===== src/rtl/seven_seg_scan_if.sv =====
// Signal bundle between a display-data source and the 7-segment scan controller.
// The controller-side modport drives the decoder code, anode selects and frame pulse.
interface seven_seg_scan_if #(
    parameter int NUM_DIGITS = 4
);
    logic                    enable;
    logic                    load;
    logic [4*NUM_DIGITS-1:0] digits_in;
    logic [NUM_DIGITS-1:0]   digit_en;
    logic                    lz_blank;
    logic [3:0]              dec_bin_out;
    logic [NUM_DIGITS-1:0]   anode_n;
    logic                    frame_done;
    logic [1:0]              scan_state;

    modport master (
        output enable, load, digits_in, digit_en, lz_blank,
        input  dec_bin_out, anode_n, frame_done, scan_state
    );

    modport slave (
        input  enable, load, digits_in, digit_en, lz_blank,
        output dec_bin_out, anode_n, frame_done, scan_state
    );
endinterface


===== src/rtl/seven_seg_scan_ctrl.sv =====
// Time-multiplexed scan controller for a common-anode 7-segment display with
// inter-digit blanking, leading-zero suppression and frame-aligned double buffering.
module seven_seg_scan_ctrl #(
    parameter int NUM_DIGITS   = 4,
    parameter int REFRESH_DIV  = 50000,
    parameter int BLANK_CYCLES = 16
) (
    input logic              clk,
    input logic              rst,
    seven_seg_scan_if.slave  bus
);
    // Handshake: load is a single-cycle strobe with no back-pressure; digits_in is
    // valid in the cycle load is high. frame_done is a single-cycle strobe out.
    localparam int MAX_CNT = (REFRESH_DIV > BLANK_CYCLES) ? REFRESH_DIV : BLANK_CYCLES;
    localparam int CW      = (MAX_CNT > 1) ? $clog2(MAX_CNT) : 1;
    localparam int IW      = (NUM_DIGITS > 1) ? $clog2(NUM_DIGITS) : 1;
    localparam int DW      = 4 * NUM_DIGITS;

    localparam logic [CW-1:0] SHOW_LAST  = CW'(REFRESH_DIV - 1);
    localparam logic [CW-1:0] BLANK_LAST = CW'((BLANK_CYCLES > 0) ? BLANK_CYCLES - 1 : 0);
    localparam logic [IW-1:0] IDX_LAST   = IW'(NUM_DIGITS - 1);

    typedef enum logic [1:0] {
        S_IDLE  = 2'd0,
        S_BLANK = 2'd1,
        S_SHOW  = 2'd2
    } state_t;

    // With no blanking configured, a digit hands straight over to the next SHOW.
    localparam state_t GAP_STATE = (BLANK_CYCLES > 0) ? S_BLANK : S_SHOW;

    state_t          state, state_nxt;
    logic [IW-1:0]   idx, idx_nxt;
    logic [CW-1:0]   counter, cnt_nxt;
    logic [DW-1:0]   active_reg, active_nxt;
    logic [DW-1:0]   pending_reg, pending_nxt;
    logic            pending_vld, pvld_nxt;
    logic            frame_end;

    logic [NUM_DIGITS-1:0] anode_r, anode_nxt;
    logic [3:0]            dec_r, dec_nxt;
    logic                  fd_r, fd_nxt;

    logic [3:0] digit_val;
    logic       digit_on;
    logic       lead_zero;
    logic       blanked;

    always_ff @(posedge clk or posedge rst) begin
        if (rst) begin
            state       <= S_IDLE;
            idx         <= '0;
            counter     <= '0;
            active_reg  <= '0;
            pending_reg <= '0;
            pending_vld <= 1'b0;
            anode_r     <= '1;
            dec_r       <= 4'hF;
            fd_r        <= 1'b0;
        end else begin
            state       <= state_nxt;
            idx         <= idx_nxt;
            counter     <= cnt_nxt;
            active_reg  <= active_nxt;
            pending_reg <= pending_nxt;
            pending_vld <= pvld_nxt;
            anode_r     <= anode_nxt;
            dec_r       <= dec_nxt;
            fd_r        <= fd_nxt;
        end
    end

    always_comb begin
        state_nxt = state;
        idx_nxt   = idx;
        cnt_nxt   = counter;
        frame_end = 1'b0;
        if (!bus.enable) begin
            state_nxt = S_IDLE;
            idx_nxt   = '0;
            cnt_nxt   = '0;
        end else begin
            case (state)
                S_IDLE: begin
                    state_nxt = GAP_STATE;
                    idx_nxt   = '0;
                    cnt_nxt   = '0;
                end
                S_BLANK: begin
                    if (counter == BLANK_LAST) begin
                        state_nxt = S_SHOW;
                        cnt_nxt   = '0;
                    end else begin
                        cnt_nxt = counter + 1'b1;
                    end
                end
                S_SHOW: begin
                    if (counter == SHOW_LAST) begin
                        state_nxt = GAP_STATE;
                        cnt_nxt   = '0;
                        if (idx == IDX_LAST) begin
                            idx_nxt   = '0;
                            frame_end = 1'b1;
                        end else begin
                            idx_nxt = idx + 1'b1;
                        end
                    end else begin
                        cnt_nxt = counter + 1'b1;
                    end
                end
                default: begin
                    state_nxt = S_IDLE;
                    idx_nxt   = '0;
                    cnt_nxt   = '0;
                end
            endcase
        end

        // A load landing on the frame-end cycle is newer than anything pending.
        active_nxt  = active_reg;
        pending_nxt = pending_reg;
        pvld_nxt    = pending_vld;
        if (state == S_IDLE) begin
            if (bus.load) active_nxt = bus.digits_in;
        end else if (frame_end) begin
            if (bus.load)        active_nxt = bus.digits_in;
            else if (pending_vld) active_nxt = pending_reg;
            pvld_nxt = 1'b0;
        end else if (bus.load) begin
            pending_nxt = bus.digits_in;
            pvld_nxt    = 1'b1;
        end
    end

    // Outputs are computed from the next-state values so the registers reflect the
    // state being entered on the same edge.
    always_comb begin
        digit_val = 4'h0;
        digit_on  = 1'b0;
        lead_zero = 1'b1;
        for (int k = 0; k < NUM_DIGITS; k++) begin
            if (IW'(k) == idx_nxt) begin
                digit_val = active_nxt[4*k +: 4];
                digit_on  = bus.digit_en[k];
            end
            if (IW'(k) >= idx_nxt && active_nxt[4*k +: 4] != 4'h0) lead_zero = 1'b0;
        end
        blanked = !digit_on || (bus.lz_blank && idx_nxt != '0 && lead_zero);

        anode_nxt = '1;
        dec_nxt   = 4'hF;
        fd_nxt    = frame_end;
        if (state_nxt == S_SHOW && !blanked) begin
            dec_nxt = digit_val;
            for (int k = 0; k < NUM_DIGITS; k++) begin
                if (IW'(k) == idx_nxt) anode_nxt[k] = 1'b0;
            end
        end
    end

    assign bus.anode_n     = anode_r;
    assign bus.dec_bin_out = dec_r;
    assign bus.frame_done  = fd_r;
    assign bus.scan_state  = state;
endmodule


===== src/flat_wrapper.sv =====
// flat-port wrapper written by rule: the top's interface ports become plain ports
module seven_seg_scan_ctrl_flat 
#(
    parameter int NUM_DIGITS   = 4,
    parameter int REFRESH_DIV  = 50000,
    parameter int BLANK_CYCLES = 16
)
  (clk, rst, bus_enable, bus_load, bus_digits_in, bus_digit_en, bus_lz_blank, bus_dec_bin_out, bus_anode_n, bus_frame_done, bus_scan_state);
  seven_seg_scan_if #(.NUM_DIGITS(NUM_DIGITS)) bus_i ();
  input logic clk;
  input logic rst;
  input wire logic [$bits(bus_i.enable)-1:0] bus_enable;
  input wire logic [$bits(bus_i.load)-1:0] bus_load;
  input wire logic [$bits(bus_i.digits_in)-1:0] bus_digits_in;
  input wire logic [$bits(bus_i.digit_en)-1:0] bus_digit_en;
  input wire logic [$bits(bus_i.lz_blank)-1:0] bus_lz_blank;
  output wire logic [$bits(bus_i.dec_bin_out)-1:0] bus_dec_bin_out;
  output wire logic [$bits(bus_i.anode_n)-1:0] bus_anode_n;
  output wire logic [$bits(bus_i.frame_done)-1:0] bus_frame_done;
  output wire logic [$bits(bus_i.scan_state)-1:0] bus_scan_state;
  assign bus_i.enable = bus_enable;
  assign bus_i.load = bus_load;
  assign bus_i.digits_in = bus_digits_in;
  assign bus_i.digit_en = bus_digit_en;
  assign bus_i.lz_blank = bus_lz_blank;
  assign bus_dec_bin_out = bus_i.dec_bin_out;
  assign bus_anode_n = bus_i.anode_n;
  assign bus_frame_done = bus_i.frame_done;
  assign bus_scan_state = bus_i.scan_state;
  seven_seg_scan_ctrl #(.NUM_DIGITS(NUM_DIGITS), .REFRESH_DIV(REFRESH_DIV), .BLANK_CYCLES(BLANK_CYCLES)) u_core (.clk(clk), .rst(rst), .bus(bus_i));
endmodule

===== config.mk =====
export PLATFORM = sky130hd
export DESIGN_NAME = seven_seg_scan_ctrl_flat
export DESIGN_NICKNAME = d
export VERILOG_FILES = /design/src/rtl/seven_seg_scan_if.sv /design/src/rtl/seven_seg_scan_ctrl.sv /design/src/flat_wrapper.sv
export SDC_FILE = /design/constraint.sdc
export NUM_CORES = 1
export LEC_CHECK = 0
export BUFFER_PORTS_ARGS = -buffer_cell sky130_fd_sc_hd__buf_4
export CAP_MARGIN = 15
export CORE_AREA = 2 2 61 107
export CTS_BUF_LIST = sky130_fd_sc_hd__clkbuf_8 sky130_fd_sc_hd__clkbuf_16
export DETAILED_ROUTE_END_ITERATION = 16
export DIE_AREA = 0 0 63 109
export PLACE_DENSITY = 0.83
export SLEW_MARGIN = 30
export SYNTH_ARGS = -nofsm -noshare
export SYNTH_HDL_FRONTEND = slang
export SYNTH_SLANG_ARGS = --single-unit

===== constraint.sdc =====
create_clock -name clk -period 2.89 [get_ports clk]
set_input_delay 0.289 -clock clk [delete_from_list [all_inputs] [get_ports clk]]
set_output_delay 0.289 -clock clk [all_outputs]
set_load 0.02 [all_outputs]

==> out/results.txt, run 1 <==
f_max = 356 MHz
Antenna Nets Post-Route = 0
Yosys cell types = 68
FP Rows = 38
Hold Path Class = in2async
DRC viols = 0
die span in x = 63 um
Global Route Usage Sum = 0.263
M3 GR Usage = 0.0660
DP HPWL = 6150 um
GP Congestion = 0.968
Final min period = 2.81 ns
GRT Residual Overflow = 0
first-pass GRT wire length = 13700 um
GR Util met2 = 0.463
Max-Cap Viols = 0
Synth area leader = dfrtp_1
clk_skew = 0.00793 ns
Die Y = 109 um
Max Buffers Root-to-Sink = 2
post-synth top area share = 0.392
final worst-path cycle share = 0.971
ys async rst share = 1.00
design area = 4110 um^2
Buffers & Inverters on Critical Path = 1
CP arrival = 3.08 ns
core area = 6040 um^2
Layout area overhead = 19.2%
critical path, cell by cell = nor4_4 -> buf_4 -> nand4_1 -> nor2_1 -> nor2_1 -> o31ai_2 -> o41ai_4 -> a21bo_1 -> or3_1
Slowest cell on crit path = o31ai_2
Worst Path Required = 3.17 ns
final hold violation count = 0
Initial Utilization = 0.570
first-iteration detailed-routing DRC count = 209
slew of the pin with the lowest slew margin = 0.773 ns
Synth Register Bits = 62
total number of vias = 2889
Die ar. = 6870 um^2
synthesized instance count = 338
crit end category = register
drt total wl = 8390 um
Final setup viols = 0
Crit Path Class = reg2reg
Root Driver = clkbuf_8
Reg clk slew, reported paths = 0.06 ns
Port Buffers = 35
ant diodes = 0
hold-fix buffers at CTS = 0
Power Dens Cells = 514 nW/um^2
Area contributors post-synth = dfrtp_1 39%, dfstp_2 6.1%, mux2_2 5.2%
Mapped Avg Cell Area = 10.2 um^2
H-tree levels = 3
CTS Sinks = 62
non-filler cells, final = 475
Slew Viols, Final = 0
Worst-Skew Late Latency = 0.36 ns
vias in the first global route = 2905
Post-Syn Nets = 369
largest fanout on the critical path = 5
register area share after synthesis = 0.453
TritonCTS Buffers = 9
TritonCTS clock tree = done
Placed Cells = 458
cell family with most CP delay = simple AND/OR/NAND/NOR gates
largest net degree at the start of global routing = 63
drt pass-1 iters = 4
Ys Warns = 0
P_leak = 1.80 nW
VDD IR max = 0.260 mV
I/O pins = 36
cell mode on critical path = nor2_1
met1 Usage GRT = 0.278
most common flop cell mapped by yosys = dfrtp_1
share of cells above drive strength 1 = 0.301
crit-path max cell delay = 0.47 ns
Final #Nets = 421
initial antenna violation count = 0
Via-to-Cell Ratio = 6.08
post-place instance area = 3890 um^2
run status = finished, final reports clean
EDFF count, synth = 0
Cell Area, Synth = 3440 um^2
DR WL/cell = 17.7 um
startpoint types = register
GR peak layer = met2
Max transition margin = 0.485
-- repair_timing --
action,in CTS,in global routing
endpoints found under the setup margin,0,7
buffers inserted,0,1
endpoints found under the hold margin,0,0
resized for setup,0,2
-- tightest hold or removal path, cell delays in order --
cell and delay (ns):
buf_4 0.11, inv_2 0.03, buf_4 0.59
-- synthesized netlist by cell type, drive strengths merged (6+ instances only) --
cell type  count
dfrtp         54
a21oi         14
nand2         15
nor2          46
and3           7
dfstp          8
ha             6
xnor2          6
buf            7
o21ai         10
mux2          17
nand4          6
xor2           8
nand3         20
clkbuf         9
mux2i         13
nor3          10
inv            9
-- metrics by stage --
step / total power, W / setup WS, ns / hold WS [ns] / setup TNS, ns / util
floorplan: 0.00121 / 0.169 / 0.425 / 0 / -
global placement: 0.00133 / 0.204 / 0.433 / 0 / 0.644
detailed placement: 0.00134 / 0.0415 / 0.450 / 0 / 0.644
CTS: 0.00212 / 0.00283 / 0.161 / 0 / 0.677
global route: 0.00219 / -0.0113 / 0.168 / -0.0113 / 0.680
finish: 0.00211 / 0.0839 / 0.156 / 0 / 0.680
-- logic make-up (layout without fill, tap and decap cells) --
kind of cell,count (synthesis),count (layout),share of synthesized area
compound gates,73,73,0.162
xor+xnor,14,14,0.0356
fa+ha+maj,6,6,0.0218
buf+inv,25,82,0.0320
flops,62,62,0.453
mux,30,30,0.0934
simple gates,128,128,0.202
-- worst paths after layout --
kind,to,from,slack (ns),cells after the start
worst max-delay path,u_core.bus.anode_n[2],u_core.counter[13],0.08,9
worst min-delay path,u_core.counter[13],rst,0.16,3
worst max register to register,u_core.bus.anode_n[2],u_core.counter[13],0.08,9
worst min register to register,u_core.counter[0],u_core.counter[0],0.46,1
max in group asynchronous,u_core.active_reg[3],rst,2.22,3
min in group clk,u_core.pending_reg[8],bus_digits_in[8],0.17,2
-- routing by layer --
metal / vias up / part of all wire
li1: 1346 / -
met3: 28 / 0.046
met5: - / 0
met4: 0 / 0.047
met2: 99 / 0.53
met1: 1416 / 0.37
-- placed cells by master, fill, tap and decap left out, types with 3 or more instances in the layout --
cell / synthesis / final
buf_4: 1 / 57
dfrtp_1: 54 / 54
nor2_1: 46 / 46
nand3_1: 18 / 18
mux2_2: 16 / 16
nand2_1: 15 / 15
a21oi_1: 14 / 14
mux2i_1: 13 / 13
clkbuf_8: 0 / 11
inv_1: 9 / 10
nor3_1: 8 / 8
xor2_1: 8 / 8
dfstp_2: 8 / 8
nand4_1: 6 / 6
o21ai_0: 6 / 6
xnor2_1: 6 / 6
ha_1: 6 / 6
nor2b_1: 5 / 5
a22oi_1: 5 / 5
and3_1: 5 / 4
a31oi_1: 4 / 4
and3_2: 2 / 3
nand2b_1: 3 / 3
a211o_1: 3 / 3
o211ai_1: 3 / 3
o221a_2: 3 / 3
a211oi_1: 3 / 3
o21ai_1: 3 / 3
-- area by class of cell --
| cell class | count | area [um^2] |
|---|---|---|
| timing repair buffer | 57 | 428 |
| clock inverter | 5 | 50.0 |
| sequential | 62 | 1560 |
| inverter | 9 | 33.8 |
| clock buffer | 11 | 151 |
| multi-input combinational | 251 | 1780 |
| fill | 467 | 1930 |
| tap | 80 | 100 |
-- report_power, final --
part	leakage [nW]	switching, W	internal, W
clock network	0.108	0.000338	0.000437
logic	0.930	0.000177	0.000160
registers	0.759	0.0000466	0.000950
No activity file was read; power rests on OpenSTA's default activity.
==> run 2, diff against run 1 <==
--- a/config.mk
+++ b/config.mk
@@ -7,11 +7,12 @@
 export LEC_CHECK = 0
 export BUFFER_PORTS_ARGS = -buffer_cell sky130_fd_sc_hd__buf_4
 export CAP_MARGIN = 15
-export CORE_AREA = 2 2 61 107
+export CORE_AREA = 2 2 66 115
 export CTS_BUF_LIST = sky130_fd_sc_hd__clkbuf_8 sky130_fd_sc_hd__clkbuf_16
 export DETAILED_ROUTE_END_ITERATION = 16
-export DIE_AREA = 0 0 63 109
-export PLACE_DENSITY = 0.83
+export DIE_AREA = 0 0 68 117
+export MAX_ROUTING_LAYER = met4
+export PLACE_DENSITY = 0.73
 export SLEW_MARGIN = 30
 export SYNTH_ARGS = -nofsm -noshare
 export SYNTH_HDL_FRONTEND = slang
==> out/results.txt, run 2 (same netlist as run 1, synthesis figures left out) <==
GRT Residual Overflow = 0 (unchanged)
crit path from = u_core.counter[0]
Reg2Reg Setup Slack = 0.18 ns (+0.09 ns)
H-tree levels = 3 (unchanged)
DR WL/cell = 17.5 um (-0.62%)
drt total wl = 8530 um (+1.7%)
first-iteration detailed-routing DRC count = 199 (-4.8%)
critical path, cell by cell = ha_1 -> and3_2 -> and4_2 -> a221oi_2 -> or2_1 -> inv_1 -> nand2_1 -> o41ai_4 -> a21bo_1 -> or3_1
first-pass GRT wire length = 13900 um (+1.4%)
initial antenna violation count = 0 (unchanged)
run status = finished, final reports clean
Worst Path Required = 3.14 ns (-0.03 ns)
Max-Cap Viols = 0 (unchanged)
commonest non-fill, non-tap cell in the layout = buf_4
ant diodes = 0 (unchanged)
Die Y = 117 um (+7.3%)
TritonCTS Buffers = 9 (unchanged)
hold-fix buffers at CTS = 0 (unchanged)
Final min period = 2.71 ns (-0.0928 ns)
Power Dens Cells = 556 nW/um^2 (+8.3%)
worst reg2reg endpoint = u_core.bus.anode_n[2]
RSZ-0062 raised after global routing = false
Final setup viols = 0 (unchanged)
P_leak = 1.86 nW (+3.2%)
f_max = 369 MHz (+3.4%)
non-filler cells, final = 486 (+2.3%)
share of cells above drive strength 1 = 0.313 (+0.0112)
Final #Nets = 426 (+1.2%)
TritonCTS clock tree = done
Max transition margin = 0.535 (+0.0503)
Crit Path Class = reg2reg
DRC viols = 0 (unchanged)
CP arrival = 2.96 ns (-0.12 ns)
CTS Sinks = 62 (unchanged)
slew of the pin with the lowest slew margin = 0.697 ns (-0.0754 ns)
GP Congestion = 0.919 (-5.1%)
clk_skew = 0.00922 ns (+0.00129 ns)
crit end category = register
largest net degree at the start of global routing = 41 (-35%)
commonest cells after routing, fill and taps aside = 62 x buf_4, 54 x dfrtp_1, 46 x nor2_1
Buffers & Inverters on Critical Path = 1 (unchanged)
largest fanout on the critical path = 8 (+3)
FF-to-FF Start = u_core.counter[0]
Slowest cell on crit path = dfrtp_1
VDD IR max = 0.453 mV (+74%)
vias in the first global route = 2918 (+0.45%)
total negative slack = 0 ns (unchanged)
Global Route Usage Sum = 0.248 (-0.0150)
Slew Viols, Final = 0 (unchanged)
design area = 4240 um^2 (+3.2%)
Layout area overhead = 23.1%
Reg area = 1560 um^2 (unchanged)
fill cell count = 622 (+33%)
final worst-path cycle share = 0.939 (-0.0321)
Via-to-Cell Ratio = 5.92 (-2.7%)
die span in x = 68 um (+7.9%)
Max Buffers Root-to-Sink = 2 (unchanged)
Worst-Skew Late Latency = 0.34 ns (-0.02 ns)
startpoint types = register
Reg clk slew, reported paths = 0.05 ns (about the same)
Die ar. = 7960 um^2 (+16%)
Multi-input gate area = 1780 um^2 (unchanged)
crit path capture = u_core.bus.anode_n[2]
Port Buffers = 35 (unchanged)
FP Rows = 41 (+7.9%)
final hold violation count = 0 (unchanged)
Root Driver = clkbuf_16
Initial Utilization = 0.486 (-0.0839)
share of the core filled with cells = 0.599 (-0.0812)
Hold Path Class = in2async
total number of vias = 2877 (-0.42%)
cell family with most CP delay = simple AND/OR/NAND/NOR gates
Antenna Nets Post-Route = 0 (unchanged)
Worst Reg2Reg Path Length in Cells = 10 (+1)
post-place instance area = 3930 um^2 (+1.2%)
crit-path max cell delay = 0.40 ns (-0.07 ns)
I/O pins = 36 (unchanged)
Placed Cells = 469 (+2.4%)
drt pass-1 iters = 4 (unchanged)
WP depth = 10 (+1)
DP HPWL = 6370 um (+3.5%)
core area = 7080 um^2 (+17%)
## run 2: cell types whose count changed in the layout (fill, tap and decap cells not counted), sizes merged
cell    change
clkinv      +2
clkbuf      +1
inv         -2
bufinv      -1
buf         +5
## run 2: worst reg2reg max path, delay by kind of cell (launching register included)
family	cells	cell delay, ns
compound gates	3	0.69
fa+ha+maj	1	0.23
buf+inv	1	0.13
flops	1	0.40
simple gates	5	1.18
## run 2: worst min-delay path by stage
stage | start | endpoint | slack [ns] | cells after the start
floorplan | u_core.counter[0] | u_core.counter[0] | 0.43 | 1
global placement | u_core.counter[0] | u_core.counter[0] | 0.43 | 1
detailed placement | u_core.counter[0] | u_core.counter[0] | 0.47 | 1
CTS | rst | u_core.counter[13] | 0.15 | 2
global route | rst | u_core.pending_reg[2] | 0.11 | 2
finish | rst | u_core.counter[14] | 0.04 | 2
## run 2: layout make-up
| type | count | area share |
|---|---|---|
| flip-flops and latches | 62 | 0.368 |
| inverters | 9 | 0.00827 |
| clock inverters | 4 | 0.00502 |
| clock buffers | 12 | 0.0629 |
| multi-input cells | 251 | 0.420 |
| well taps | 86 | 0.0254 |
| repair buffers | 62 | 0.110 |
## run 2: report_power, final
group          total (W)  internal, W  leakage [nW]  switching (W)
sequential      0.000997     0.000952         0.759      0.0000450
combinational   0.000339     0.000164         0.950       0.000175
clock            0.00102     0.000643         0.146       0.000378
total            0.00236      0.00176          1.86       0.000598
## run 2: layer usage
metal	global-route usage	up-vias	part of all wire
met3	0.0679	41	0.047
met2	0.404	80	0.53
met4	0.157	0	0.057
li1	-	1362	-
met1	0.257	1394	0.36
met5	-	-	0
## run 2: what timing repair did
action / CTS / global route
setup buffers: 0 / 1
setup endpoints to repair: 0 / 7
resized for setup: 0 / 2
## run 2: through the flow
| stage | hold slack, ns | power (W) | setup WS [ns] |
|---|---|---|---|
| 6_report | 0.0393 | 0.00236 | 0.177 |
| 5_1_grt | 0.108 | 0.00246 | 0.0294 |
| 4_1_cts | 0.154 | 0.00237 | 0.0979 |
| 3_5_place_dp | 0.473 | 0.00135 | 0.113 |
| 3_3_place_gp | 0.435 | 0.00134 | 0.187 |
| 2_1_floorplan | 0.425 | 0.00121 | 0.169 |
==> run 3, diff against run 2 <==
--- a/config.mk
+++ b/config.mk
@@ -12,7 +12,7 @@
 export DETAILED_ROUTE_END_ITERATION = 16
 export DIE_AREA = 0 0 68 117
 export MAX_ROUTING_LAYER = met4
-export PLACE_DENSITY = 0.73
+export PLACE_DENSITY = 0.76
 export SLEW_MARGIN = 30
 export SYNTH_ARGS = -nofsm -noshare
 export SYNTH_HDL_FRONTEND = slang
==> constraint.sdc (replaced) <==
create_clock -name clk -period 2.2 [get_ports clk]
set_input_delay 0.22 -clock clk [delete_from_list [all_inputs] [get_ports clk]]
set_output_delay 0.22 -clock clk [all_outputs]
set_load 0.02 [all_outputs]
==> out/results.txt, run 3 (same netlist as run 1, synthesis figures left out) <==
Die ar. = 7960 um^2 (unchanged)
clk_skew = 0.00694 ns (-0.00228 ns)
vias in the first global route = 3491 (+20%)
failing checks = setup timing
CP arrival = 2.90 ns (-0.06 ns)
slew of the pin with the lowest slew margin = 0.407 ns (-0.290 ns)
first-iteration detailed-routing DRC count = 260 (+31%)
design area = 5000 um^2 (+18%)
Reg2Reg Setup Slack = -0.44 ns (-0.62 ns)
Final #Nets = 502 (+18%)
startpoint types = register
Initial Utilization = 0.486 (unchanged)
Hold Path Class = in2reg
met2 wire len = 5460 um (+20%)
Placed Cells = 536 (+14%)
Worst Reg2Reg Path Length in Cells = 10 (unchanged)
post-place instance area = 4490 um^2 (+14%)
P_leak = 2.29 nW (+23%)
DR WL/cell = 18.4 um (+5.0%)
Final setup viols = 11 (+11)
routed length on met1 = 3590 um (+16%)
Worst-Skew Late Latency = 0.34 ns (about the same)
run status = finished with violations
Antenna Nets Post-Route = 0 (unchanged)
Max-Cap Viols = 0 (unchanged)
die span in x = 68 um (unchanged)
critical path, cell by cell = nor4_4 -> buf_4 -> nand3_4 -> or4_4 -> buf_6 -> o21a_1 -> a211o_1 -> mux2i_1 -> and2_1 -> o211ai_1
ant diodes = 0 (unchanged)
DRC viols = 0 (unchanged)
Layout area overhead = 45.1%
Root Driver = clkbuf_16
crit end category = register
Reg clk slew, reported paths = 0.05 ns (about the same)
total number of vias = 3277 (+14%)
H-tree levels = 3 (unchanged)
commonest cells after routing, fill and taps aside = 131 x buf_4, 52 x dfrtp_1, 44 x nor2_1
initial antenna violation count = 0 (unchanged)
Max Buffers Root-to-Sink = 2 (unchanged)
hold depth = 2
FF-to-FF Start = u_core.counter[5]
Worst Path Required = 2.46 ns (-0.68 ns)
largest fanout on the critical path = 7 (-1)
Pwr Total = 0.00329 W (+40%)
fill cell count = 519 (-17%)
RSZ-0062 raised after global routing = true
Global Route Usage Sum = 0.290 (+0.0419)
VDD IR max = 0.613 mV (+35%)
Final min period = 2.64 ns (-0.0743 ns)
Port Buffers = 35 (unchanged)
final worst-path cycle share = 1.20 (+0.261)
Min-Delay Endpoint = u_core.pending_reg[2]
worst min-delay path startpoint = bus_digits_in[2]
f_max = 379 MHz (+2.8%)
Crit Path Class = reg2reg
CTS Sinks = 62 (unchanged)
Max transition margin = 0.728 (+0.193)
TritonCTS Buffers = 9 (unchanged)
crit-path max cell delay = 0.57 ns (+0.17 ns)
FP Rows = 41 (unchanged)
Power Dens Cells = 658 nW/um^2 (+18%)
DR WL met3 = 416 um (+3.0%)
worst reg2reg endpoint = u_core.bus.dec_bin_out[3]
TritonCTS clock tree = done
drt total wl = 10400 um (+21%)
drt pass-1 iters = 4 (unchanged)
I/O pins = 36 (unchanged)
non-filler cells, final = 562 (+16%)
share of cells above drive strength 1 = 0.477 (+0.164)
core area = 7080 um^2 (unchanged)
Die Y = 117 um (unchanged)
GRT Residual Overflow = 0 (unchanged)
GP Congestion = 0.936 (+1.9%)
first-pass GRT wire length = 16200 um (+16%)
DP HPWL = 7430 um (+17%)
max layer used = met4
Slew Viols, Final = 0 (unchanged)
final hold violation count = 0 (unchanged)
Slowest cell on crit path = or4_4
commonest non-fill, non-tap cell in the layout = buf_4
PnR worst setup slack = -0.439 ns (-0.616 ns)
largest net degree at the start of global routing = 26 (-37%)
Via-to-Cell Ratio = 5.83 (-1.5%)
total negative slack = -3.07 ns (-3.07 ns)
==> run 3: worst max-delay path: cells and delay by family (launching register included) <==
| kind | cells | cell delay (ns) |
|---|---|---|
| AO/OA/AOI/OAI | 3 | 0.58 |
| buffers and inverters | 2 | 0.34 |
| AND/OR/NAND/NOR | 4 | 1.07 |
| flip-flops | 1 | 0.41 |
| multiplexers | 1 | 0.15 |
==> run 3: how the worst max path moves through the flow <==
stage	end	start	slack [ns]	cells after the start
3_3_place_gp	u_core.bus.anode_n[2]	u_core.counter[13]	-0.45	10
2_1_floorplan	u_core.bus.dec_bin_out[2]	u_core.counter[11]	-0.33	9
4_1_cts	u_core.bus.dec_bin_out[3]	u_core.counter[5]	-0.43	10
5_1_grt	u_core.bus.dec_bin_out[3]	u_core.counter[5]	-0.55	10
6_report	u_core.bus.dec_bin_out[3]	u_core.counter[5]	-0.44	10
3_5_place_dp	u_core.bus.anode_n[2]	u_core.counter[13]	-0.49	10
==> run 3: repair_timing <==
action	in CTS	in global routing
setup endpoints to repair	29	16
pin swaps	14	13
hold endpoints to repair	15	0
resized for setup	12	17
hold buffers	1	0
setup buffers	4	5
==> run 3: metal layers <==
metal  vias to the layer above  GRT usage
met2                       110      0.476
li1                       1511          -
met4                         0      0.247
met1                      1594      0.279
met5                         -          -
met3                        62     0.0621
==> run 3: report_power, final <==
part	total, W	switching [W]	internal (W)
registers	0.00132	0.0000653	0.00125
clock network	0.00142	0.000495	0.000926
logic	0.000551	0.000271	0.000280
==> run 3: cell type report <==
cell class              instances  area, um^2  share of cell area
flip-flops and latches         62        1560               0.313
repair buffers                138        1070               0.214
inverters                       9        33.8             0.00676
well taps                      86         108              0.0215
clock inverters                 5        48.8             0.00976
multi-input cells             251        1920               0.384
clock buffers                  11         253              0.0506
==> run 3: metrics by stage <==
| step | hold WS [ns] | utilization | setup WS, ns |
|---|---|---|---|
| final | 0.128 | 0.706 | -0.439 |
| after global routing | 0.128 | 0.706 | -0.554 |
| after detailed placement | 0.235 | 0.635 | -0.493 |
| after CTS | 0.117 | 0.690 | -0.431 |
| after global placement | 0.236 | 0.635 | -0.448 |
| after floorplan | 0.372 | - | -0.328 |
